### src/rtl/uart_pkg.sv
`default_nettype none
// ============================================================================
//  Module      : uart_pkg
//  Description : Shared UART constants and receiver FSM state encodings.
//  Revision    : 1.0 - initial release
// ============================================================================
package uart_pkg;

    localparam int c_DEFAULT_CLKS_PER_BIT = 5208;
    localparam int c_DEFAULT_DATA_W       = 8;

    localparam logic [2:0] c_ST_IDLE    = 3'd0;
    localparam logic [2:0] c_ST_START   = 3'd1;
    localparam logic [2:0] c_ST_DATA    = 3'd2;
    localparam logic [2:0] c_ST_STOP    = 3'd3;
    localparam logic [2:0] c_ST_CLEANUP = 3'd4;
    localparam logic [2:0] c_ST_PARITY  = 3'd5;

    typedef enum logic [2:0] {
        ST_IDLE    = c_ST_IDLE,
        ST_START   = c_ST_START,
        ST_DATA    = c_ST_DATA,
        ST_STOP    = c_ST_STOP,
        ST_CLEANUP = c_ST_CLEANUP,
        ST_PARITY  = c_ST_PARITY
    } uart_state_t;

endpackage
`default_nettype wire

### src/rtl/sync_fifo.sv
`default_nettype none
// ============================================================================
//  Module      : sync_fifo
//  Description : Single-clock FIFO with occupancy count; a push while full is
//                accepted only when a pop happens in the same cycle.
//  Revision    : 1.0 - initial release
// ============================================================================
module sync_fifo #(
    parameter int DATA_W     = 8,
    parameter int FIFO_DEPTH = 4
) (
    input  logic                          clk,
    input  logic                          rst_n,
    input  logic                          i_push,
    input  logic [DATA_W-1:0]             i_data,
    input  logic                          i_pop,
    output logic [DATA_W-1:0]             o_data,
    output logic [$clog2(FIFO_DEPTH):0]   o_count,
    output logic                          o_full,
    output logic                          o_empty
);

    localparam int                 c_PTR_W   = $clog2(FIFO_DEPTH);
    localparam logic [c_PTR_W:0]   c_DEPTH   = (c_PTR_W+1)'(FIFO_DEPTH);
    localparam logic [c_PTR_W:0]   c_CNT_ONE = (c_PTR_W+1)'(1);
    localparam logic [c_PTR_W-1:0] c_PTR_ONE = c_PTR_W'(1);

    logic [DATA_W-1:0]  r_mem [FIFO_DEPTH];
    logic [c_PTR_W-1:0] r_wr_ptr;
    logic [c_PTR_W-1:0] r_rd_ptr;
    logic [c_PTR_W:0]   r_count;
    logic               w_do_push;
    logic               w_do_pop;

    assign o_full    = (r_count == c_DEPTH);
    assign o_empty   = (r_count == '0);
    assign o_count   = r_count;
    assign o_data    = r_mem[r_rd_ptr];
    assign w_do_pop  = i_pop & ~o_empty;
    assign w_do_push = i_push & (~o_full | w_do_pop);

    // Storage is cleared on reset so the head reads zero while empty.
    always_ff @(posedge clk or negedge rst_n) begin
        if (!rst_n) begin
            for (int i = 0; i < FIFO_DEPTH; i++) begin
                r_mem[i] <= '0;
            end
        end else if (w_do_push) begin
            r_mem[r_wr_ptr] <= i_data;
        end
    end

    always_ff @(posedge clk or negedge rst_n) begin
        if (!rst_n) begin
            r_wr_ptr <= '0;
            r_rd_ptr <= '0;
            r_count  <= '0;
        end else begin
            if (w_do_push) r_wr_ptr <= r_wr_ptr + c_PTR_ONE;
            if (w_do_pop)  r_rd_ptr <= r_rd_ptr + c_PTR_ONE;
            case ({w_do_push, w_do_pop})
                2'b10:   r_count <= r_count + c_CNT_ONE;
                2'b01:   r_count <= r_count - c_CNT_ONE;
                default: r_count <= r_count;
            endcase
        end
    end

endmodule
`default_nettype wire

### src/rtl/uart_rx_buffer.sv
`default_nettype none
// ============================================================================
//  Module      : uart_rx_buffer
//  Description : 8N1 UART receiver feeding a byte FIFO with valid/ack output.
//                Define UART_RX_PARITY_EN to add an even-parity bit check.
//  Revision    : 1.0 - initial release
// ============================================================================
module uart_rx_buffer
    import uart_pkg::*;
#(
    parameter int CLKS_PER_BIT = c_DEFAULT_CLKS_PER_BIT,
    parameter int DATA_W       = c_DEFAULT_DATA_W,
    parameter int FIFO_DEPTH   = 4
) (
    input  logic                          clk,
    input  logic                          reset,
    input  logic                          rx_serial,
    output logic [DATA_W-1:0]             data_out,
    output logic                          data_valid,
    input  logic                          data_ack,
    output logic                          frame_error,
    output logic                          overflow,
    input  logic                          overflow_clr,
    output logic [$clog2(FIFO_DEPTH):0]   fifo_count,
`ifdef UART_RX_PARITY_EN
    output logic                          parity_error,
`endif
    output logic [2:0]                    state_out
);

    localparam int                 c_CNT_W     = $clog2(CLKS_PER_BIT);
    localparam int                 c_BIT_W     = $clog2(DATA_W + 1);
    localparam logic [c_CNT_W-1:0] c_HALF_LAST = c_CNT_W'(CLKS_PER_BIT/2 - 1);
    localparam logic [c_CNT_W-1:0] c_BIT_LAST  = c_CNT_W'(CLKS_PER_BIT - 1);
    localparam logic [c_CNT_W-1:0] c_CNT_ONE   = c_CNT_W'(1);
    localparam logic [c_BIT_W-1:0] c_LAST_DATA = c_BIT_W'(DATA_W - 1);
    localparam logic [c_BIT_W-1:0] c_BIT_ONE   = c_BIT_W'(1);

    logic               r_sync1;
    logic               r_sync2;
    logic               w_rx_s;
    uart_state_t        r_state;
    uart_state_t        w_state_nx;
    logic [c_CNT_W-1:0] r_clk_cnt;
    logic [c_CNT_W-1:0] w_clk_cnt_nx;
    logic [c_BIT_W-1:0] r_bit_cnt;
    logic [c_BIT_W-1:0] w_bit_cnt_nx;
    logic [DATA_W-1:0]  r_shift;
    logic [DATA_W-1:0]  w_shift_nx;
    logic               r_frame_error;
    logic               w_frame_error_nx;
    logic               r_overflow;
    logic               w_push;
    logic               w_pop;
    logic               w_full;
    logic               w_empty;
    logic               w_drop;
`ifdef UART_RX_PARITY_EN
    logic               r_par_bit;
    logic               w_par_bit_nx;
    logic               r_parity_error;
    logic               w_parity_error_nx;
    logic               w_par_bad;
`endif

    // Two-flop synchroniser, preset to the idle line level.
    always_ff @(posedge clk or negedge reset) begin
        if (!reset) begin
            r_sync1 <= 1'b1;
            r_sync2 <= 1'b1;
        end else begin
            r_sync1 <= rx_serial;
            r_sync2 <= r_sync1;
        end
    end
    assign w_rx_s = r_sync2;

    always_ff @(posedge clk or negedge reset) begin
        if (!reset) begin
            r_state        <= ST_IDLE;
            r_clk_cnt      <= '0;
            r_bit_cnt      <= '0;
            r_shift        <= '0;
            r_frame_error  <= 1'b0;
`ifdef UART_RX_PARITY_EN
            r_par_bit      <= 1'b0;
            r_parity_error <= 1'b0;
`endif
        end else begin
            r_state        <= w_state_nx;
            r_clk_cnt      <= w_clk_cnt_nx;
            r_bit_cnt      <= w_bit_cnt_nx;
            r_shift        <= w_shift_nx;
            r_frame_error  <= w_frame_error_nx;
`ifdef UART_RX_PARITY_EN
            r_par_bit      <= w_par_bit_nx;
            r_parity_error <= w_parity_error_nx;
`endif
        end
    end

    always_comb begin
        w_state_nx        = r_state;
        w_clk_cnt_nx      = r_clk_cnt;
        w_bit_cnt_nx      = r_bit_cnt;
        w_shift_nx        = r_shift;
        w_push            = 1'b0;
        w_frame_error_nx  = 1'b0;
`ifdef UART_RX_PARITY_EN
        w_par_bit_nx      = r_par_bit;
        w_parity_error_nx = 1'b0;
        w_par_bad         = 1'b0;
`endif
        case (r_state)
            ST_IDLE: begin
                w_clk_cnt_nx = '0;
                w_bit_cnt_nx = '0;
                if (!w_rx_s) w_state_nx = ST_START;
            end
            ST_START: begin
                if (r_clk_cnt == c_HALF_LAST) begin
                    w_clk_cnt_nx = '0;
                    w_state_nx   = w_rx_s ? ST_IDLE : ST_DATA;
                end else begin
                    w_clk_cnt_nx = r_clk_cnt + c_CNT_ONE;
                end
            end
            ST_DATA: begin
                if (r_clk_cnt == c_BIT_LAST) begin
                    w_clk_cnt_nx = '0;
                    w_shift_nx   = {w_rx_s, r_shift[DATA_W-1:1]};
                    if (r_bit_cnt == c_LAST_DATA) begin
                        w_bit_cnt_nx = '0;
`ifdef UART_RX_PARITY_EN
                        w_state_nx   = ST_PARITY;
`else
                        w_state_nx   = ST_STOP;
`endif
                    end else begin
                        w_bit_cnt_nx = r_bit_cnt + c_BIT_ONE;
                    end
                end else begin
                    w_clk_cnt_nx = r_clk_cnt + c_CNT_ONE;
                end
            end
`ifdef UART_RX_PARITY_EN
            ST_PARITY: begin
                if (r_clk_cnt == c_BIT_LAST) begin
                    w_clk_cnt_nx = '0;
                    w_par_bit_nx = w_rx_s;
                    w_state_nx   = ST_STOP;
                end else begin
                    w_clk_cnt_nx = r_clk_cnt + c_CNT_ONE;
                end
            end
`endif
            ST_STOP: begin
                if (r_clk_cnt == c_BIT_LAST) begin
                    w_clk_cnt_nx     = '0;
                    w_state_nx       = ST_CLEANUP;
                    w_frame_error_nx = ~w_rx_s;
`ifdef UART_RX_PARITY_EN
                    // Even parity: data plus parity bit must XOR to zero.
                    w_par_bad         = ^{r_shift, r_par_bit};
                    w_parity_error_nx = w_par_bad;
                    w_push            = w_rx_s & ~w_par_bad;
`else
                    w_push            = w_rx_s;
`endif
                end else begin
                    w_clk_cnt_nx = r_clk_cnt + c_CNT_ONE;
                end
            end
            ST_CLEANUP: w_state_nx = ST_IDLE;
            default:    w_state_nx = ST_IDLE;
        endcase
    end

    assign w_pop  = data_ack & ~w_empty;
    assign w_drop = w_push & w_full & ~w_pop;

    sync_fifo #(
        .DATA_W     (DATA_W),
        .FIFO_DEPTH (FIFO_DEPTH)
    ) u_fifo (
        .clk     (clk),
        .rst_n   (reset),
        .i_push  (w_push),
        .i_data  (r_shift),
        .i_pop   (w_pop),
        .o_data  (data_out),
        .o_count (fifo_count),
        .o_full  (w_full),
        .o_empty (w_empty)
    );

    // A drop in the same cycle as a clear leaves the flag set.
    always_ff @(posedge clk or negedge reset) begin
        if (!reset) begin
            r_overflow <= 1'b0;
        end else if (w_drop) begin
            r_overflow <= 1'b1;
        end else if (overflow_clr) begin
            r_overflow <= 1'b0;
        end
    end

    assign data_valid  = ~w_empty;
    assign frame_error = r_frame_error;
    assign overflow    = r_overflow;
    assign state_out   = r_state;
`ifdef UART_RX_PARITY_EN
    assign parity_error = r_parity_error;
`endif

endmodule
`default_nettype wire

### config.mk
export PLATFORM = sky130hd
export DESIGN_NAME = uart_rx_buffer
export DESIGN_NICKNAME = d
export VERILOG_FILES = /design/src/rtl/uart_pkg.sv /design/src/rtl/sync_fifo.sv /design/src/rtl/uart_rx_buffer.sv
export SDC_FILE = /design/constraint.sdc
export NUM_CORES = 1
export LEC_CHECK = 0
export BUFFER_PORTS_ARGS = -buffer_cell sky130_fd_sc_hd__buf_2
export CAP_MARGIN = 20
export CELL_PAD_IN_SITES_DETAIL_PLACEMENT = 1
export CELL_PAD_IN_SITES_GLOBAL_PLACEMENT = 2
export CORE_MARGIN = 2
export CORE_UTILIZATION = 45
export DETAILED_ROUTE_END_ITERATION = 16
export HOLD_SLACK_MARGIN = 0.03
export PLACE_DENSITY = 0.89
export SLEW_MARGIN = 10
export SYNTH_ARGS = -nofsm -noshare
export SYNTH_HDL_FRONTEND = slang
export SYNTH_HIERARCHICAL = 1
export SYNTH_SLANG_ARGS = --single-unit
### constraint.sdc
create_clock -name clk -period 5.8 [get_ports clk]
set_clock_uncertainty 0.1 [all_clocks]
set_input_delay 1.45 -clock clk [delete_from_list [all_inputs] [get_ports clk]]
set_output_delay 1.45 -clock clk [all_outputs]
set_load 0.02 [all_outputs]
==> run_results.csv, run 1 <==
group,metric,value,unit
global_routing,antenna_found_initial,0,
drt,routed_wl,7320,um
setup_path,crit_chain,"mux4_2, buf_2",
yosys,seq_area_frac_synth,52.0,%
cells_and_area,nNetsFinal,312,
cells_and_area,regArea,0.00178,mm2
yosys,syn_inst,274,
cts,cts_buffers,9,
die,die_h,91.2,um
run_status,status,"finished, final reports clean",
drt,drt_iter0_drc,115,
cts,ctsResizeCount,0,
global_routing,grt_pass1_wl,12500,um
die,ios,22,
die,fp.dieW,91.2,um
global_routing,grt_pass1_vias,2427,
drt,routedWlPerCell,18.2,um
setup_path,critPathLaunchType,"flop",
yosys,synth_edf_count,0,
yosys,synthFlopType,"dfrtp_1",
placed_design,dp_hpwl,4900,um
global_routing,grt_use_total,19.3,%
cells_and_area,drive_above_1_share,32.9,%
yosys,synth-seq-cells,71,
global_routing,grtUsageMet2,31.5,%
cts,htreeDepth,3,
yosys,synthTopCellsByArea,"dfrtp_1 (50%), mux2_2 (13%), mux4_2 (5.3%), ha_1 (2.6%), nand2_1 (2.4%)",
pwr,power_density,305,mW/mm2
sta,final.min_clock_period,3410,ps
sta,hold_viol_final,0,
global_routing,met3_usage,2.32,%
yosys,synth_cell_types,44,
pwr,irDropWorstVdd,0.236,mV
global_routing,overflow,0,
placed_design,gp_congestion,0.768,
cts,clkSlewWorstSetupHoldPaths,70,ps
cells_and_area,syn_to_final_growth,12.6,%
die,rows,31,
cells_and_area,diodes,0,
sta,setup_tns,0,ps
cts,insertion_delay,350,ps
hold_path,holdPathStages,0,
sta,fmax,293,MHz
cells_and_area,multi_input_area,0.00155,mm2
global_routing,gr-usage-met1,25.7,%
cells_and_area,final_common_cell,"dfrtp_1",
drt,drtPass1Iterations,4,
die,die_area,0.00832,mm2
sta,setup_viol,0,
cts,cts_tree,"yes",
yosys,synth_area,0.00342,mm2
yosys,ys_warn_count,6,
yosys,synth.avg_cell_area,12.5,um2
setup_path,r2r_cells,11,
sta,max_slew_margin,51.1,%
cts,post_cts_buffers,0,
sta,fin_crit_sh,58.9,%
placed_design,port_buffers,21,
setup_path,slowest_stage,"dfrtp_1",
cts,cts.sinks,71,
setup_path,cp_max_fo,10,
sta,tightestPinTransition,728,ps
cells_and_area,final_cell_mix,"dfrtp_1 (69), mux2_2 (39), nand2_1 (22)",
die,core,0.00729,mm2
sta,layout_setup_ws,2390,ps
cts,root_buffer,"clkbuf_8",
global_routing,grt.busiest_layer,"met2",
setup_path,cp.arrival,1860,ps
drt,ant_nets,0,
drt,remaining_drc_errors,0,
drt,viasPerCell,5.59,
sta,rsz0062_at_grt,"false",
job,cap_viol_max_count,0,
setup_path,max_stage_delay,740,ps
yosys,synth_top_area_cell,"dfrtp_1",
yosys,synth_fp_nets,287,
setup_path,setup.worst_path.class,"reg -> out",
sta,finalMaxSlewViolations,0,
yosys,synth_top_area_share,50.4,%
setup_path,critPathCaptureType,"output pin",
drt,vias,2253,
cts,clockBufferDepth,2,
global_routing,grt_max_degree,44,
die,start_util,47.0,%
placed_design,pre_cts_slack,2210,ps
yosys,synthArstFlopShare,100,%
cts,cts_hold_buf,0,
setup_path,cp.required,4250,ps
hold_path,hold_path.class,"reg -> reg",
cells_and_area,fillCellCount,788,
pwr,leakage,1.90,nW
-- logic make-up (layout without fill, tap and decap cells) --
logic type | count (synthesis) | in the layout | share of synthesized area (%)
simple gates | 81 | 81 | 13.5
flops | 71 | 71 | 52.0
mux | 52 | 52 | 19.8
compound gates | 32 | 32 | 6.28
buf+inv | 20 | 50 | 2.81
xor+xnor | 10 | 10 | 2.56
fa+ha+maj | 8 | 8 | 3.14
-- cells in the mapped netlist, types with 2 or more instances --
cell type,n
dfrtp_1,69
mux2_2,39
nand2_1,22
nor2_1,15
inv_1,11
a22o_1,8
mux4_2,8
nor3_1,8
o21ai_0,8
ha_1,7
a21oi_1,6
nand3_1,6
xor2_1,6
and3_1,5
buf_2,5
nor2b_1,5
a31oi_1,4
nand4_1,4
nor2_2,4
xnor2_1,4
a21o_1,2
buf_6,2
dfstp_2,2
mux2_1,2
mux2i_1,2
nor4bb_1,2
-- worst paths after layout --
check	end	slack (ps)	start
max in group asynchronous	u_fifo/r_mem[21]	3830	reset
hold / removal	r_sync2	270	r_sync1
setup / recovery	data_out[5]	2390	u_fifo/r_rd_ptr[0]
min in group asynchronous	r_bit_cnt[0]	860	reset
hold reg to reg	r_sync2	270	r_sync1
setup reg to reg	u_fifo/o_count[2]	2590	r_clk_cnt[0]
-- power by group --
part / switching, mW / internal [mW]
clock network: 0.197 / 0.256
registers: 0.0573 / 0.515
logic: 0.0766 / 0.0739
-- registers in the layout (all words and copies together), names as in the netlist --
register,cells
r_sync1,1
frame_error,1
r_clk_cnt,13
u_fifo/r_mem,32
u_fifo/r_wr_ptr,2
overflow,1
u_fifo/o_count,3
r_sync2,1
r_bit_cnt,4
u_fifo/r_rd_ptr,2
state_out,3
r_shift,8
-- per-stage QoR --
step	power (mW)	util (%)	area [um2]	hold WS (ps)	instances
finish	1.18	52.9	3860	272	403
global route	1.23	52.9	3860	280	403
CTS	1.19	52.6	3840	271	402
detailed placement	0.731	49.5	3610	261	386
global placement	0.726	49.5	3610	257	386
floorplan	0.681	-	3420	245	274
-- metal layers --
metal	share of wire, %	vias to the layer above
li1	-	1036
met1	47	1174
met2	49	33
met3	2.1	10
met4	2.0	0
met5	0	-
-- worst max-delay path: cells and delay by family, from the launching register on --
kind | cells | cell delay, ps
flip-flops | 1 | 740
multiplexers | 1 | 600
buffers and inverters | 1 | 180
-- final cells by class --
class / instances / area share (%)
flip-flops and latches: 71 / 46.1
repair buffers: 23 / 3.44
multi-input cells: 183 / 40.2
clock buffers: 10 / 3.57
well taps: 99 / 3.21
clock inverters: 6 / 2.40
inverters: 11 / 1.07
No activity file was read; power rests on OpenSTA's default activity.
==> inputs of run 2 (changes only) <==
- CORE_UTILIZATION: 45 -> 38
- PLACE_DENSITY: 0.89 -> 0.81
- clock period: 5.8 -> 3 ns (I/O delays scaled with it)
==> run 2 against run 1 <==
Via count decreased by 0.93%. Non-clock buffer count rose by 11. Die area grew 18%. Routed wire length fell by 0.30%. Total power increased by 96%. First-iteration DRC count down 50%. Worst setup slack got worse by 2200 ps. Largest cell class unchanged. Combinational power increased by 110%. Global-route usage down 3.2 points. Final area grew 2.4%. Register-to-register slack lost 2400 ps.
==> run_results.csv, run 2 (synthesized netlist as in run 1, its figures left out) <==
group,metric,value,unit
setup_path,cp.required,3120,ps
drt,drtPass1Iterations,4,
placed_design,dpl.cell_count,407,
job,cap_viol_max_count,0,
placed_design,port_buffers,21,
die,start_util,39.3,%
die,die_h,98.9,um
drt,routed_wl,7300,um
cells_and_area,instances_no_fill,423,
sta,tightestPinTransition,656,ps
die,ios,22,
setup_path,r2r_cells,10,
cells_and_area,largest_register_ffs,32,
setup_path,cp.arrival,2910,ps
setup_path,crit_chain,"and4bb_1, nand4_2, nor3_1, or2b_2, ha_1, inv_1, fa_1, xor2_1, nor2_1, xor2_1",
cts,cts_buffers,9,
global_routing,grt_pass1_vias,2440,
hold_path,holdPathStages,0,
cells_and_area,regMostFlops,"u_fifo/r_mem",
pwr,irDropWorstVdd,0.465,mV
drt,ant_nets,0,
pwr,power_density,583,mW/mm2
die,core,0.00872,mm2
sta,finalMaxSlewViolations,0,
cells_and_area,final_common_cell,"dfrtp_1",
setup_path,cp_max_fo,9,
placed_design,dp_hpwl,5010,um
sta,holdWs,261,ps
cts,ctsResizeCount,0,
sta,layout_setup_ws,207,ps
hold_path,hold_path.class,"reg -> reg",
setup_path,crit_family,"simple AND/OR/NAND/NOR gates",
setup_path,regToRegEndpoint,"u_fifo/o_count[2]",
cells_and_area,top_regs,"u_fifo/r_mem: 32 flops, r_clk_cnt: 13 flops, r_shift: 8 flops",
cells_and_area,drive_above_1_share,35.2,%
sta,final.min_clock_period,2790,ps
die,die_area,0.00979,mm2
setup_path,crit_start,"r_clk_cnt[3]",
global_routing,grt_pass1_wl,12300,um
cts,htreeDepth,3,
sta,max_slew_margin,56.3,%
setup_path,max_stage_delay,470,ps
hold_path,hold_end,"r_sync2",
die,rows,34,
cells_and_area,nNetsFinal,323,
sta,setup_tns,0,ps
setup_path,setup.worst_path.class,"reg -> reg",
setup_path,worstReg2RegStart,"r_clk_cnt[3]",
cts,post_cts_buffers,0,
setup_path,r2r_slack,210,ps
drt,viasPerCell,5.28,
cts,insertion_delay,340,ps
setup_path,critPathMostFrequentCell,"xor2_1",
sta,setup_viol,0,
placed_design,gp_congestion,0.815,
cells_and_area,syn_to_final_growth,15.3,%
cells_and_area,final_cell_mix,"dfrtp_1 (69), mux2_2 (39), nand2_1 (22)",
setup_path,crit_buf_inv,1,
run_status,status,"finished, final reports clean",
hold_path,hp-start,"r_sync1",
setup_path,critPathCaptureType,"flop",
cts,clockBufferDepth,2,
drt,drt_iter0_drc,57,
placed_design,pre_cts_slack,217,ps
global_routing,antenna_found_initial,0,
sta,fmax,358,MHz
global_routing,grt_use_total,16.1,%
cells_and_area,diodes,0,
drt,remaining_drc_errors,0,
sta,rsz0062_at_grt,"false",
drt,routedWlPerCell,17.2,um
setup_path,slowest_stage,"dfrtp_1",
cts,root_buffer,"clkbuf_8",
global_routing,overflow,0,
die,fp.dieW,98.9,um
sta,hold_viol_final,0,
setup_path,critPathLaunchType,"flop",
pwr,leakage,1.97,nW
cts,cts_hold_buf,0,
drt,vias,2232,
global_routing,grt_max_degree,72,
cts,cts.sinks,71,
sta,fin_crit_sh,93.1,%
cts,cts_tree,"yes",
cts,clkSlewWorstSetupHoldPaths,80,ps
-- run 2: area by class of cell --
cell class | instances | area (um2)
fillers | 914 | 4770
flip-flops and latches | 71 | 1780
well taps | 108 | 135
clock inverters | 7 | 104
multi-input cells | 183 | 1550
repair buffers | 34 | 215
clock buffers | 9 | 124
inverters | 11 | 41.3
-- run 2: how the worst max path moves through the flow --
stage | to | slack [ps] | depth (start not counted)
2_1_floorplan | u_fifo/o_count[2] | 270 | 11
3_3_place_gp | u_fifo/o_count[2] | 330 | 10
3_5_place_dp | u_fifo/o_count[2] | 220 | 11
4_1_cts | u_fifo/o_count[2] | 200 | 11
5_1_grt | u_fifo/o_count[2] | 30 | 11
6_report | u_fifo/o_count[2] | 210 | 10
-- run 2: where the power goes --
| part | switching (mW) | internal [mW] |
|---|---|---|
| clock | 0.401 | 0.480 |
| combinational | 0.156 | 0.157 |
| sequential | 0.111 | 0.995 |
-- run 2: through the flow --
stage          power [mW]  util (%)  instance area [um2]
6_report             2.30      45.3                 3950
5_1_grt              2.40      45.3                 3950
4_1_cts              2.34      45.3                 3950
3_5_place_dp         1.44      42.7                 3720
3_3_place_gp         1.42      42.7                 3720
2_1_floorplan        1.32         -                 3420
-- run 2: routing by layer --
layer / vias up / GRT usage [%] / wire, um
met1: 1143 / 21.4 / 3510
met4: 0 / 7.17 / 131
li1: 1051 / - / -
met5: - / 0 / 0
met2: 27 / 25.9 / 3490
met3: 11 / 2.77 / 167
